## src/rtl/d5m_gen_pkg.sv

```systemverilog
// d5m_gen_pkg: shared FSM states, pattern modes, bar colours and sizing helpers for the D5M stream generator
package d5m_gen_pkg;
  typedef enum logic [2:0] {IDLE, VBLANK, FLEAD, ACTIVE, HBLANK, FTRAIL} state_t;
  localparam logic [1:0] RAMP  = 2'd0;
  localparam logic [1:0] BARS  = 2'd1;
  localparam logic [1:0] CHECK = 2'd2;
  localparam logic [1:0] CONST = 2'd3;
  // {R,G,B}: white, yellow, cyan, green, magenta, red, blue, black
  localparam logic [2:0] BAR_RGB [8] = '{3'b111, 3'b110, 3'b011, 3'b010, 3'b101, 3'b100, 3'b001, 3'b000};
  function automatic int imax(int a, int b);
    return a > b ? a : b;
  endfunction
  function automatic int cw(int n);
    return n > 1 ? $clog2(n) : 1;
  endfunction
endpackage

```

## src/rtl/d5m_pattern_lut.sv

```systemverilog
// d5m_pattern_lut: pixel value for the selected test pattern at position (x, y); Bayer order is G R / B G
module d5m_pattern_lut
  import d5m_gen_pkg::*;
#(
  parameter int ACT_W = 1280,
  parameter int XW = 11,
  parameter int YW = 10
) (
  input  logic [1:0]    mode,
  input  logic [XW-1:0] x,
  input  logic [YW-1:0] y,
  input  logic [11:0]   iCONST,
  output logic [11:0]   value
);
  logic [2:0] bar;
  logic [2:0] rgb;
  logic comp;
  logic xb4;
  logic yb4;
  assign bar = 3'((32'(x) * 8) / ACT_W);
  assign rgb = BAR_RGB[bar];
  assign comp = y[0] ? (x[0] ? rgb[1] : rgb[0]) : (x[0] ? rgb[2] : rgb[1]);
  assign xb4 = 1'(x >> 4);
  assign yb4 = 1'(y >> 4);
  assign value = mode == RAMP  ? 12'(x) :
                 mode == BARS  ? {12{comp}} :
                 mode == CHECK ? {12{xb4 ^ yb4}} : iCONST;
endmodule

```

## src/rtl/d5m_stream_gen.sv

```systemverilog
// d5m_stream_gen: synthetic D5M FVAL/LVAL/12-bit pixel stream for camera-less capture bring-up
module d5m_stream_gen
  import d5m_gen_pkg::*;
#(
  parameter int ACT_W = 1280,
  parameter int ACT_H = 960,
  parameter int H_BLANK = 64,
  parameter int FV_LEAD = 16,
  parameter int FV_TRAIL = 16,
  parameter int V_BLANK = 1024
) (
  input  logic        iCLK,
  input  logic        iRST,
  input  logic        iEN,
  input  logic [1:0]  iMODE,
  input  logic [11:0] iCONST,
  output logic [11:0] oDATA,
  output logic        oFVAL,
  output logic        oLVAL,
  output logic [15:0] oFRAME_CNT,
  output logic        oBUSY
);
  localparam int XW = cw(ACT_W);
  localparam int YW = cw(ACT_H);
  localparam int TW = cw(imax(imax(V_BLANK, H_BLANK), imax(FV_LEAD, FV_TRAIL)));
  state_t state, state_n;
  logic [XW-1:0] x, x_n;
  logic [YW-1:0] y, y_n;
  logic [TW-1:0] t, t_n;
  logic [1:0] mode, mode_n;
  logic [11:0] pix;
  logic fdone;
  assign fdone = state == FTRAIL && t == TW'(FV_TRAIL - 1);
  always_comb begin
    state_n = state;
    x_n = x;
    y_n = y;
    t_n = t + 1'b1;
    mode_n = mode;
    case (state)
      IDLE: begin
        t_n = '0;
        x_n = '0;
        y_n = '0;
        state_n = iEN ? VBLANK : IDLE;
      end
      VBLANK: if (t == TW'(V_BLANK - 1)) begin
        state_n = FLEAD;
        t_n = '0;
        x_n = '0;
        y_n = '0;
        mode_n = iMODE;
      end
      FLEAD: if (t == TW'(FV_LEAD - 1)) begin
        state_n = ACTIVE;
        t_n = '0;
      end
      ACTIVE: begin
        t_n = '0;
        x_n = x + 1'b1;
        if (x == XW'(ACT_W - 1)) begin
          x_n = '0;
          state_n = y == YW'(ACT_H - 1) ? FTRAIL : HBLANK;
          y_n = y == YW'(ACT_H - 1) ? y : y + 1'b1;
        end
      end
      HBLANK: if (t == TW'(H_BLANK - 1)) begin
        state_n = ACTIVE;
        t_n = '0;
      end
      FTRAIL: if (fdone) begin
        state_n = iEN ? VBLANK : IDLE;
        t_n = '0;
      end
      default: state_n = IDLE;
    endcase
  end
  // outputs are registered from next-state values so they line up with the state register
  d5m_pattern_lut #(.ACT_W(ACT_W), .XW(XW), .YW(YW)) u_lut (
    .mode(mode_n),
    .x(x_n),
    .y(y_n),
    .iCONST(iCONST),
    .value(pix)
  );
  always_ff @(posedge iCLK) begin
    if (iRST) begin
      state <= IDLE;
      x <= '0;
      y <= '0;
      t <= '0;
      mode <= RAMP;
      oDATA <= '0;
      oFVAL <= 1'b0;
      oLVAL <= 1'b0;
      oFRAME_CNT <= '0;
      oBUSY <= 1'b0;
    end else begin
      state <= state_n;
      x <= x_n;
      y <= y_n;
      t <= t_n;
      mode <= mode_n;
      oDATA <= state_n == ACTIVE ? pix : '0;
      oFVAL <= state_n inside {FLEAD, ACTIVE, HBLANK, FTRAIL};
      oLVAL <= state_n == ACTIVE;
      oFRAME_CNT <= oFRAME_CNT + 16'(fdone);
      oBUSY <= state_n != IDLE;
    end
  end
endmodule
```

## config.mk

```make
export PLATFORM = sky130hd
export DESIGN_NAME = d5m_stream_gen
export DESIGN_NICKNAME = d
export VERILOG_FILES = /design/src/rtl/d5m_gen_pkg.sv /design/src/rtl/d5m_pattern_lut.sv /design/src/rtl/d5m_stream_gen.sv
export SDC_FILE = /design/constraint.sdc
export NUM_CORES = 1
export LEC_CHECK = 0
export ABC_AREA = 1
export BUFFER_PORTS_ARGS = -buffer_cell sky130_fd_sc_hd__buf_4
export CAP_MARGIN = 20
export CORE_UTILIZATION = 37
export DETAILED_ROUTE_END_ITERATION = 7
export SKIP_LAST_GASP = 1
export SLEW_MARGIN = 10
export SYNTH_ARGS = -nofsm -noshare
export SYNTH_HDL_FRONTEND = slang
export SYNTH_SLANG_ARGS = --single-unit
export TNS_END_PERCENT = 50
```

## constraint.sdc

```tcl
create_clock -name iCLK -period 2.85 [get_ports iCLK]
set_input_delay 0.4275 -clock iCLK [delete_from_list [all_inputs] [get_ports iCLK]]
set_output_delay 0.4275 -clock iCLK [all_outputs]
set_load 0.05 [all_outputs]
```

==> results of run 1 <==
-- cells in the final DEF, fill, tap and decap left out, types with 4 or more instances in the layout --
cell type | synthesis | final
xor2_1 | 10 | 10
a221oi_1 | 6 | 6
a21oi_2 | 5 | 5
nand2_1 | 80 | 74
inv_1 | 79 | 79
nand2_4 | 6 | 9
nand3_1 | 25 | 25
inv_2 | 9 | 10
or2_2 | 5 | 5
buf_4 | 0 | 118
nor3_1 | 12 | 12
a21oi_4 | 6 | 7
clkbuf_8 | 0 | 9
dfxtp_1 | 67 | 62
o21ai_0 | 28 | 28
nand3_2 | 8 | 6
a21oi_1 | 20 | 19
nor2_1 | 67 | 65
nand4_1 | 10 | 10
dfxtp_2 | 0 | 5
nand2_2 | 15 | 18
nor2_4 | 5 | 6
nor3b_1 | 4 | 4
a211oi_1 | 5 | 5
-- registers in the layout (all words and copies together), names as in the netlist, 2 cells and up --
| name | count |
|---|---|
| t | 10 |
| x | 11 |
| y | 10 |
| state | 3 |
| oDATA | 12 |
| mode | 2 |
| oFRAME_CNT | 16 |
-- metal layers --
layer	vias up	routed length, um	part of all wire [%]	global-route usage [%]
met3	12	232	2.6	3.90
met5	-	0	0	0
met4	0	156	1.7	6.26
met2	35	4390	49	30.6
met1	1652	4160	47	22.4
li1	1909	-	-	-
-- final cells by class --
| cell class | count | area share [%] |
|---|---|---|
| Clock buffer | 10 | 2.46 |
| Inverter | 95 | 7.03 |
| Tap cell | 133 | 3.21 |
| Multi-Input combinational cell | 346 | 40.9 |
| Clock inverter | 6 | 1.71 |
| Sequential cell | 67 | 26.0 |
| Timing Repair Buffer | 123 | 18.7 |
-- power by group --
part           internal (mW)  switching [mW]  leakage [nW]  total [mW]
clock network          0.494           0.376         0.103       0.870
registers              0.940         0.00377         0.543       0.944
logic                 0.0355          0.0474          1.79      0.0829
total                   1.47           0.427          2.43        1.90
-- synth_stat cells, types with 6 or more instances --
| library cell | instances | share of area, % |
|---|---|---|
| nand2_4 | 6 | 1.8 |
| a21oi_4 | 6 | 2.6 |
| dfxtp_1 | 67 | 36 |
| a21oi_1 | 20 | 2.7 |
| nand3_1 | 25 | 3.3 |
| nand2_1 | 80 | 8.0 |
| nor3_1 | 12 | 1.6 |
| xor2_1 | 10 | 2.3 |
| nand4_1 | 10 | 1.7 |
| inv_2 | 9 | 0.90 |
| ha_1 | 6 | 2.0 |
| inv_1 | 79 | 7.9 |
| o21ai_0 | 28 | 3.8 |
| nand2_2 | 15 | 2.5 |
| a221oi_1 | 6 | 1.4 |
| nor2_1 | 67 | 6.7 |
| nand3_2 | 8 | 2.1 |
-- repair_timing --
action                                  CTS  global route
pin swaps                                16            16
gates resized for setup                   6            14
endpoints found under the setup margin   16            21
cloned                                    1             0
buffers inserted                          5             2
hold buffers                              0             0
-- worst min-delay path: stages --
cell and delay (ns):
buf_4 0.08, a221oi_1 0.08, a21oi_2 0.13
-- per-stage QoR --
stage	cell area (um2)	utilization [%]	setup TNS, ns	total power, mW
3_3_place_gp	4820	49.3	-1.74	1.05
4_1_cts	5110	52.3	-3.59	1.92
2_1_floorplan	3810	-	-1.11	1.01
6_report	5180	53.0	-3.57	1.90
3_5_place_dp	4820	49.3	-3.40	1.05
5_1_grt	5180	53.0	-8.75	1.97
-- logic make-up (layout without fill, tap and decap cells) --
kind of cell | count (synthesis) | count (layout)
xor gates and xnor gates | 11 | 11
buffers and inverters | 101 | 234
adders and majority gates | 6 | 6
DFF | 67 | 67
and+or+nand+nor | 246 | 246
AOI/OAI and AO/OA | 83 | 83
-- worst paths after layout --
path	to	slack (ns)	start
worst min register to register	oFRAME_CNT[15]$_SDFF_PP0_	0.47	oFRAME_CNT[15]$_SDFF_PP0_
worst max-delay path	oDATA[2]$_SDFF_PP0_	-0.31	x[0]$_SDFF_PP0_
worst min-delay path	oDATA[4]$_SDFF_PP0_	0.41	iCONST[4]
worst max register to register	oDATA[2]$_SDFF_PP0_	-0.31	x[0]$_SDFF_PP0_
==> impl_metrics.yaml, run 1 <==
run:
  drv.max_cap_violation_count: 0
cts:
  tritoncts: "done"
  clkTransAtPathRegs_ns: 0.07
  clock_latency_reported_for_the_late_side_of_the_worst_skew_pair_ns: 0.35
  level_count_of_the_clock_h_tree: 3
  clock_sink_count: 67
  root_buffer_cell: "clkbuf_8"
  clk_path_buf_depth: 2
  cts_made_buffers: 9
yosys:
  postSynthAreaPerCell_um2: 7.27
  cell_count_after_synthesis: 514
  warning_count_from_the_yosys_run: 0
  synth_cell_type_count: 43
  synth_seq_area_share_pct: 35.9
  synth_compound_area_share_pct: 15.3
  synthSimpleGateAreaFrac_pct: 33.6
  synth-edff-count: 0
  post_synthesis_sequential_element_count: 67
  ys.flop_type: "dfxtp_1"
  netlist_area_um2: 3740
  combinational_family_with_the_most_area_after_synthesis: "simple AND/OR/NAND/NOR gates"
  synth_xor_area_share_pct: 2.58
  post_synth_mux_area_share_pct: 0
  postSynth.asyncResetShare_pct: 0
  synth-adder-area-share_pct: 2.01
  mappedNetlistNets: 537
floorplanning:
  die_span_y_um: 102
  core_area_um2: 9770
  effective_utilization_at_floorplan_pct: 38.2
  die_area_um2: 10500
  horiz_die_dim_um: 102
  boundaryPins: 48
  core.rowCount: 36
cells_and_area:
  antennaDiodeCount: 0
  number_of_standard_cells_in_the_layout_taps_in_and_fillers_out: 780
  final.fill_count: 952
  multi_input_comb_area_um2: 2120
  nets: 665
  seqCellArea_um2: 1350
  area.growth.synth_to_final_pct: 38.6
  layout-drive-gt1-share_pct: 34.9
timing:
  postLayoutSetupSlackWorst_ns: -0.308
  fin_hold_ws_ns: 0.408
  clock_skew_ns: 0.0106
  timing.final.setup_violations: 14
  final_period_minus_worst_setup_slack_ns: 3.16
  hold_violations_final: 0
  rsz_0062_raised_after_global_routing: "true"
  finalMaxSlewViolations: 0
  fmax_achieved_mhz: 317
  final_min_period_over_clock_period_pct: 111
  maxSlewHeadroom_pct: 38.2
  worst_pin_slew_ns: 0.918
grt:
  grt-ovfl-total: 0
  first_pass_grt_wire_length_um: 14700
  grt_max_degree: 21
  first_global_vias: 3324
  total_grt_usage_pct: 18.0
  grt_antenna_before_repair: 0
critical_path:
  worstPathBufferInverterCount: 4
  critical-path-max-stage-delay_ns: 0.36
  cp_top_family: "simple AND/OR/NAND/NOR gates"
  critPathLaunchType: "register"
  critical-path-slowest-cell: "dfxtp_2"
  critPathArrivalTime_ns: 3.38
  crit_required_ns: 3.07
  cells_on_worst_reg2reg_path: 27
  critPathMostFrequentCell: "nand2_1"
  worstSetupEndpointType: "register"
  stages_on_worst_setup_path: 27
  timing_worst_setup_path_type: "register to register"
  cp_max_fo: 5
place:
  placedCellCount: 756
  placement.setup.worst_slack_ns: -0.273
  dp_hpwl_um: 6800
  gp_congestion: 0.830
  io_buffer_count: 47
drt:
  ant_nets: 0
  detailroute.via_count: 3608
  detailedRoute.firstPassIterationCount: 4
  drt-initial-drc-count: 114
  drcViolationCount: 0
  wl_per_cell_um: 11.5
  drt_total_wl_um: 8940
  routed_via_density: 4.63
power_and_ir_drop:
  total_leakage_power_nw: 2.43
  power_per_cell_area_nw_per_um2: 366
  vdd_ir_max_mv: 0.182
run_status:
  status: "finished, violations left"
  violations: "negative setup slack"
worst_hold_path:
  instance_count_along_the_most_critical_hold_path: 3
  hold_path.class: "input pin to register"
No activity file was read; power rests on OpenSTA's default activity.
==> inputs of run 2 (changes only) <==
--- a/config.mk
+++ b/config.mk
@@ -6,12 +6,12 @@
 export NUM_CORES = 1
 export LEC_CHECK = 0
 export ABC_AREA = 1
-export BUFFER_PORTS_ARGS = -buffer_cell sky130_fd_sc_hd__buf_4
+export BUFFER_PORTS_ARGS = -buffer_cell sky130_fd_sc_hd__buf_2
 export CAP_MARGIN = 20
 export CORE_UTILIZATION = 37
 export DETAILED_ROUTE_END_ITERATION = 7
 export SKIP_LAST_GASP = 1
-export SLEW_MARGIN = 10
+export SLEW_MARGIN = 20
 export SYNTH_ARGS = -nofsm -noshare
 export SYNTH_HDL_FRONTEND = slang
 export SYNTH_SLANG_ARGS = --single-unit
==> constraint.sdc (replaced) <==
create_clock -name iCLK -period 3.58 [get_ports iCLK]
set_input_delay 0.537 -clock iCLK [delete_from_list [all_inputs] [get_ports iCLK]]
set_output_delay 0.537 -clock iCLK [all_outputs]
set_load 0.05 [all_outputs]
==> run 2 against run 1 <==
The flow now finishes without violations. Clock skew is 0.0027 ns higher. Critical endpoint is now oDATA[1]$_SDFF_PP0_. Maximum frequency fell by 6.2%. Combinational power decreased by 37%. Critical path type unchanged. Critical path depth fell by 6.
==> impl_metrics.yaml, run 2 (same netlist as run 1, synthesis figures left out) <==
cts:
  root_buffer_cell: "clkbuf_8"
  clock_sink_count: 67
  clkTransAtPathRegs_ns: 0.08
  level_count_of_the_clock_h_tree: 3
  clock_latency_reported_for_the_late_side_of_the_worst_skew_pair_ns: 0.34
  tritoncts: "done"
  clk_path_buf_depth: 2
  cts_made_buffers: 9
critical_path:
  critPathArrivalTime_ns: 3.63
  crit_chain: "ha_2, nand2_2, nor2_4, nand2_2, nor2_4, nor2_4, nand2_2, nand2_4, nor2_8, inv_4, ha_4, o21ai_4, nand3_2, nand2_2, nand2_2, nor2_4, nand3_4, or2_4, a31oi_4, nand2_4, a21oi_2"
  worstSetupEndpointType: "register"
  worstPathBufferInverterCount: 1
  cp_max_fo: 8
  timing_worst_setup_path_type: "register to register"
  critPathLaunchType: "register"
  critical-path-max-stage-delay_ns: 0.37
  crit_required_ns: 3.85
  critPathMostFrequentCell: "nand2_2"
  cp_top_family: "simple AND/OR/NAND/NOR gates"
  critical-path-slowest-cell: "dfxtp_4"
place:
  io_buffer_count: 47
  placed_area_um2: 4160
  placement.setup.worst_slack_ns: -0.00674
  placedCellCount: 695
  dp_hpwl_um: 6460
  gp_congestion: 0.877
floorplanning:
  die_area_um2: 10500
  horiz_die_dim_um: 102
  effective_utilization_at_floorplan_pct: 38.2
  core.rowCount: 36
  boundaryPins: 48
  die_span_y_um: 102
  core_area_um2: 9770
power_and_ir_drop:
  swShare_pct: 23.6
  power.share.combinational_pct: 3.8
  power_per_cell_area_nw_per_um2: 308
  vdd_ir_max_mv: 0.138
  internal_power_mw: 1.05
  switching_power_mw: 0.324
  power.clock.fraction_pct: 41.6
  post-layout-total-power_mw: 1.38
  total_leakage_power_nw: 2.06
  sequentialPowerShare_pct: 54.6
timing:
  fmax_achieved_mhz: 297
  rsz_0062_raised_after_global_routing: "false"
  final_period_minus_worst_setup_slack_ns: 3.37
  finalMaxSlewViolations: 0
  hold_violations_final: 0
  fin_setup_tns_ns: 0
  maxSlewHeadroom_pct: 56.1
  final_min_period_over_clock_period_pct: 94.1
  timing.final.setup_violations: 0
  postLayoutSetupSlackWorst_ns: 0.213
  clock_skew_ns: 0.0133
  fin_hold_ws_ns: 0.423
  worst_pin_slew_ns: 0.658
drt:
  drt_total_wl_um: 8570
  wl_met1_um: 3990
  wl_per_cell_um: 12.0
  drt-initial-drc-count: 220
  drcViolationCount: 0
  ant_nets: 0
  route.met2.wl_um: 4090
  dr.max_layer_used: "met4"
  detailroute.via_count: 3442
  routed_via_density: 4.81
  detailedRoute.firstPassIterationCount: 4
  metal3_wl_um: 319
cells_and_area:
  layout.core_utilization_pct: 45.7
  antennaDiodeCount: 0
  area.growth.synth_to_final_pct: 19.6
  mostFrequentLayoutCell: "inv_1"
  final.fill_count: 1017
  largest_register: "oFRAME_CNT"
  largest_register_ffs: 16
  layout-drive-gt1-share_pct: 26.6
  stdcell_area_um2: 4470
  reg_top3: "oFRAME_CNT x16, oDATA x12, x x11"
  nets: 600
  number_of_standard_cells_in_the_layout_taps_in_and_fillers_out: 715
  mostFrequentLayoutCells: "inv_1, nand2_1, nor2_1"
run_status:
  status: "finished, final reports clean"
grt:
  total_grt_usage_pct: 17.3
  grt_antenna_before_repair: 0
  grt_max_degree: 21
  first_global_vias: 3151
  grt-ovfl-total: 0
  first_pass_grt_wire_length_um: 14200
worst_hold_path:
  hold_path.class: "register to register"
run:
  drv.max_cap_violation_count: 0
==> run 2: cell count changes in the layout (fill, tap and decap cells not counted), sizes merged <==
| cell | previous run | this run |
|---|---|---|
| buf | 123 | 57 |
| bufinv | 2 | 0 |
| clkbuf | 10 | 12 |
| clkinv | 4 | 6 |
| inv | 93 | 91 |
| nand2 | 101 | 102 |
==> run 2: what timing repair did <==
action                     in CTS  in global routing
pin swaps                       0                 13
gates cloned                    0                  1
hold buffers                    0                  0
setup endpoints to repair      12                 13
gates resized for setup         1                 20
hold endpoints to repair        0                  0
setup buffers                   0                  3
==> run 2: power groups by stage <==
stage,Clock [mW],Combinational [mW],Sequential (mW)
2_1_floorplan,0,0.0292,0.772
6_report,0.572,0.0521,0.751
3_3_place_gp,0,0.0523,0.768
4_1_cts,0.600,0.0527,0.751
5_1_grt,0.632,0.0587,0.751
3_5_place_dp,0,0.0526,0.769
==> run 2: layer usage <==
layer  global-route usage, %  vias up
met3                    4.31       14
met5                       0        -
li1                        -     1778
met1                    22.1     1593
met4                    7.14        0
met2                    27.7       57
==> run 2: cell type report <==
cell class	count	area [um2]	area share, %
Timing Repair Buffer	57	310	6.95
Tap cell	133	166	3.73
Sequential cell	67	1350	30.2
Clock inverter	4	25.0	0.560
Multi-Input combinational cell	347	2100	47.0
Clock buffer	12	155	3.47
Inverter	95	364	8.15
==> run 2: path summary, 6_finish.rpt <==
| kind | start | endpoint | slack, ns | cells past startpoint |
|---|---|---|---|---|
| worst max register to register | x[0]$_SDFF_PP0_ | oDATA[1]$_SDFF_PP0_ | 0.21 | 21 |
| worst min-delay path | t[0]$_SDFF_PP0_ | t[0]$_SDFF_PP0_ | 0.42 | 1 |
| worst min register to register | t[0]$_SDFF_PP0_ | t[0]$_SDFF_PP0_ | 0.42 | 1 |
| worst max-delay path | x[0]$_SDFF_PP0_ | oDATA[1]$_SDFF_PP0_ | 0.21 | 21 |
==> inputs of run 3 (changes only) <==
--- a/config.mk
+++ b/config.mk
@@ -5,13 +5,11 @@
 export SDC_FILE = /design/constraint.sdc
 export NUM_CORES = 1
 export LEC_CHECK = 0
-export ABC_AREA = 1
 export BUFFER_PORTS_ARGS = -buffer_cell sky130_fd_sc_hd__buf_2
 export CAP_MARGIN = 20
 export CORE_UTILIZATION = 37
 export DETAILED_ROUTE_END_ITERATION = 7
 export SKIP_LAST_GASP = 1
-export SLEW_MARGIN = 20
 export SYNTH_ARGS = -nofsm -noshare
 export SYNTH_HDL_FRONTEND = slang
 export SYNTH_SLANG_ARGS = --single-unit
==> run 3 against run 2 <==
Maximum frequency is 4.7% lower. Clock-buffer cell count decreased by 3. Register-to-register slack got worse by 0.17 ns. Final cell count is 0.28% lower. Via count is 11% higher. Critical path type unchanged. Largest cell class unchanged.
==> impl_metrics.yaml, run 3 <==
grt:
  grt_max_degree: 39
  grt_use_met2_pct: 33.3
  grt_antenna_before_repair: 0
  groute.layer.met3.usage_pct: 3.32
  first_pass_grt_wire_length_um: 16700
  grt-ovfl-total: 0
  total_grt_usage_pct: 20.0
  grt.busiest_layer: "met2"
  grtUsageMet1_pct: 26.1
  first_global_vias: 3532
place:
  gp_congestion: 0.917
  io_buffer_count: 47
  placed_area_um2: 4560
  placement.setup.worst_slack_ns: -0.108
  placedCellCount: 685
  dp_hpwl_um: 7640
floorplanning:
  core_area_um2: 9860
  horiz_die_dim_um: 103
  die_span_y_um: 103
  boundaryPins: 48
  die_area_um2: 10600
  core.rowCount: 36
  effective_utilization_at_floorplan_pct: 38.4
critical_path:
  worstSetupEndpointType: "register"
  crit_required_ns: 3.86
  critPathArrivalTime_ns: 3.81
  critical-path-slowest-cell: "or4_1"
  cells_on_worst_reg2reg_path: 17
  timing_worst_setup_path_type: "register to register"
  cp_max_fo: 7
  critical-path-max-stage-delay_ns: 0.45
  critPathLaunchType: "register"
  crit_chain: "buf_6, nand4_1, or4_1, a21oi_2, nor2_2, nand2_4, ha_4, nand2b_4, buf_6, a21o_1, o21a_1, o211ai_1, o32ai_2, a211oi_2, a21oi_4, a211o_4, o211ai_1"
drt:
  wl_per_cell_um: 14.5
  ant_nets: 0
  drt-initial-drc-count: 182
  detailedRoute.firstPassIterationCount: 4
  drt_total_wl_um: 10300
  drcViolationCount: 0
  detailroute.via_count: 3833
  routed_via_density: 5.38
timing:
  final_period_minus_worst_setup_slack_ns: 3.54
  rsz_0062_raised_after_global_routing: "true"
  clock_skew_ns: 0.0168
  hold_violations_final: 0
  worst_pin_slew_ns: 0.657
  fmax_achieved_mhz: 283
  postLayoutSetupSlackWorst_ns: 0.0448
  timing.final.setup_violations: 0
  maxSlewHeadroom_pct: 55.8
  fin_hold_ws_ns: 0.438
  fin_setup_tns_ns: 0
  final_min_period_over_clock_period_pct: 98.7
  finalMaxSlewViolations: 0
yosys:
  synth_cell_type_count: 70
  warning_count_from_the_yosys_run: 0
  netlist_area_um2: 3780
  postSynthAreaPerCell_um2: 7.97
  synthDominantCellAreaShare_pct: 35.4
  netlist_top_cells_area: "dfxtp_1, nor2_1, xor2_1"
  mappedNetlistNets: 498
  synth_seq_area_share_pct: 35.4
  synth-edff-count: 0
  ys.flop_type: "dfxtp_1"
  synth_top_cells_by_count: "nor2_1, dfxtp_1, nand2_1"
  synth.most_common_cell: "nor2_1"
  post_synthesis_sequential_element_count: 67
  cell_count_after_synthesis: 475
  postSynth.asyncResetShare_pct: 0
  post-synth-top-area-cell: "dfxtp_1"
cells_and_area:
  largest_register_ffs: 16
  mostFrequentLayoutCell: "nor2_1"
  reg_top3: "oFRAME_CNT x16, oDATA x12, x x11"
  antennaDiodeCount: 0
  layout.core_utilization_pct: 50.5
  stdcell_area_um2: 4980
  nets: 598
  mostFrequentLayoutCells: "nor2_1, buf_4, dfxtp_1"
  area.growth.synth_to_final_pct: 31.7
  layout-drive-gt1-share_pct: 30.2
  number_of_standard_cells_in_the_layout_taps_in_and_fillers_out: 713
  largest_register: "oFRAME_CNT"
cts:
  clkTransAtPathRegs_ns: 0.09
  level_count_of_the_clock_h_tree: 3
  cts_made_buffers: 9
  root_buffer_cell: "clkbuf_8"
  tritoncts: "done"
  clock_latency_reported_for_the_late_side_of_the_worst_skew_pair_ns: 0.35
  post_cts_hold_buffer_count: 0
  clock_sink_count: 67
  clk_path_buf_depth: 2
power_and_ir_drop:
  power_per_cell_area_nw_per_um2: 305
  vdd_ir_max_mv: 0.220
  internal_power_mw: 1.17
  post-layout-total-power_mw: 1.52
  switching_power_mw: 0.352
  total_leakage_power_nw: 2.04
  power.share.combinational_pct: 4.0
  swShare_pct: 23.1
  sequentialPowerShare_pct: 49.3
  power.clock.fraction_pct: 46.6
worst_hold_path:
  instance_count_along_the_most_critical_hold_path: 3
  hold_path.class: "input pin to register"
run_status:
  status: "finished, final reports clean"
run:
  drv.max_cap_violation_count: 0
==> run 3: cell count changes in the layout (fill, tap and decap cells not counted), moves of 8 or more <==
cell / change
nor2_1: +8
nand2_1: -45
and3_1: +15
o21ai_0: -13
nand2_2: -16
xnor2_1: +10
buf_4: +51
inv_1: -69
inv_2: -8
xor2_1: +9
a21oi_1: +8
==> run 3: layout make-up <==
cell class / instances / area (um2)
clock inverter: 7 / 98.8
multi-input combinational: 374 / 2460
clock buffer: 9 / 124
fill: 951 / 4880
timing repair buffer: 112 / 747
sequential: 67 / 1350
inverter: 11 / 41.3
tap: 133 / 166
==> run 3: power groups by stage <==
stage	Clock [mW]	Combinational, mW	Sequential, mW
2_1_floorplan	0	0.0298	0.771
3_3_place_gp	0	0.0557	0.768
3_5_place_dp	0	0.0567	0.768
4_1_cts	0.726	0.0598	0.750
5_1_grt	0.762	0.0674	0.751
6_report	0.709	0.0614	0.751
==> run 3: worst max-delay path, delay by kind of cell, from the launching register on <==
family | cells | cell delay [ns]
buffers and inverters | 2 | 0.23
adder cells (fa/ha/maj) | 1 | 0.21
AO/OA/AOI/OAI | 9 | 1.76
flip-flops | 1 | 0.35
AND/OR/NAND/NOR | 5 | 0.92
==> run 3: metal layers <==
layer	vias up	part of all wire, %
met5	-	0
met4	0	1.5
met3	13	3.9
met2	86	47
met1	1813	47
li1	1921	-
==> run 3: path summary, 6_finish.rpt <==
check	start	end	slack [ns]
min reg2reg	y[1]$_SDFFE_PP0P_	y[1]$_SDFFE_PP0P_	0.49
max reg2reg	x[0]$_SDFF_PP0_	oDATA[3]$_SDFF_PP0_	0.04
max	x[0]$_SDFF_PP0_	oDATA[3]$_SDFF_PP0_	0.04
min	iCONST[6]	oDATA[6]$_SDFF_PP0_	0.44
==> run 3: logic make-up after synthesis <==
kind of cell             synth area share [%]
XOR/XNOR                                 6.94
AND/OR/NAND/NOR                          28.1
multiplexers                             1.49
flip-flops                               35.4
AO/OA/AOI/OAI                            21.5
buffers and inverters                    3.93
adder cells (fa/ha/maj)                  2.51
==> run 3: what timing repair did <==
item	4_1_cts	5_1_grt
hold endpoints to repair	0	0
setup buffers	7	5
resized for setup	14	9
endpoints found under the setup margin	7	12
pin swaps	13	9
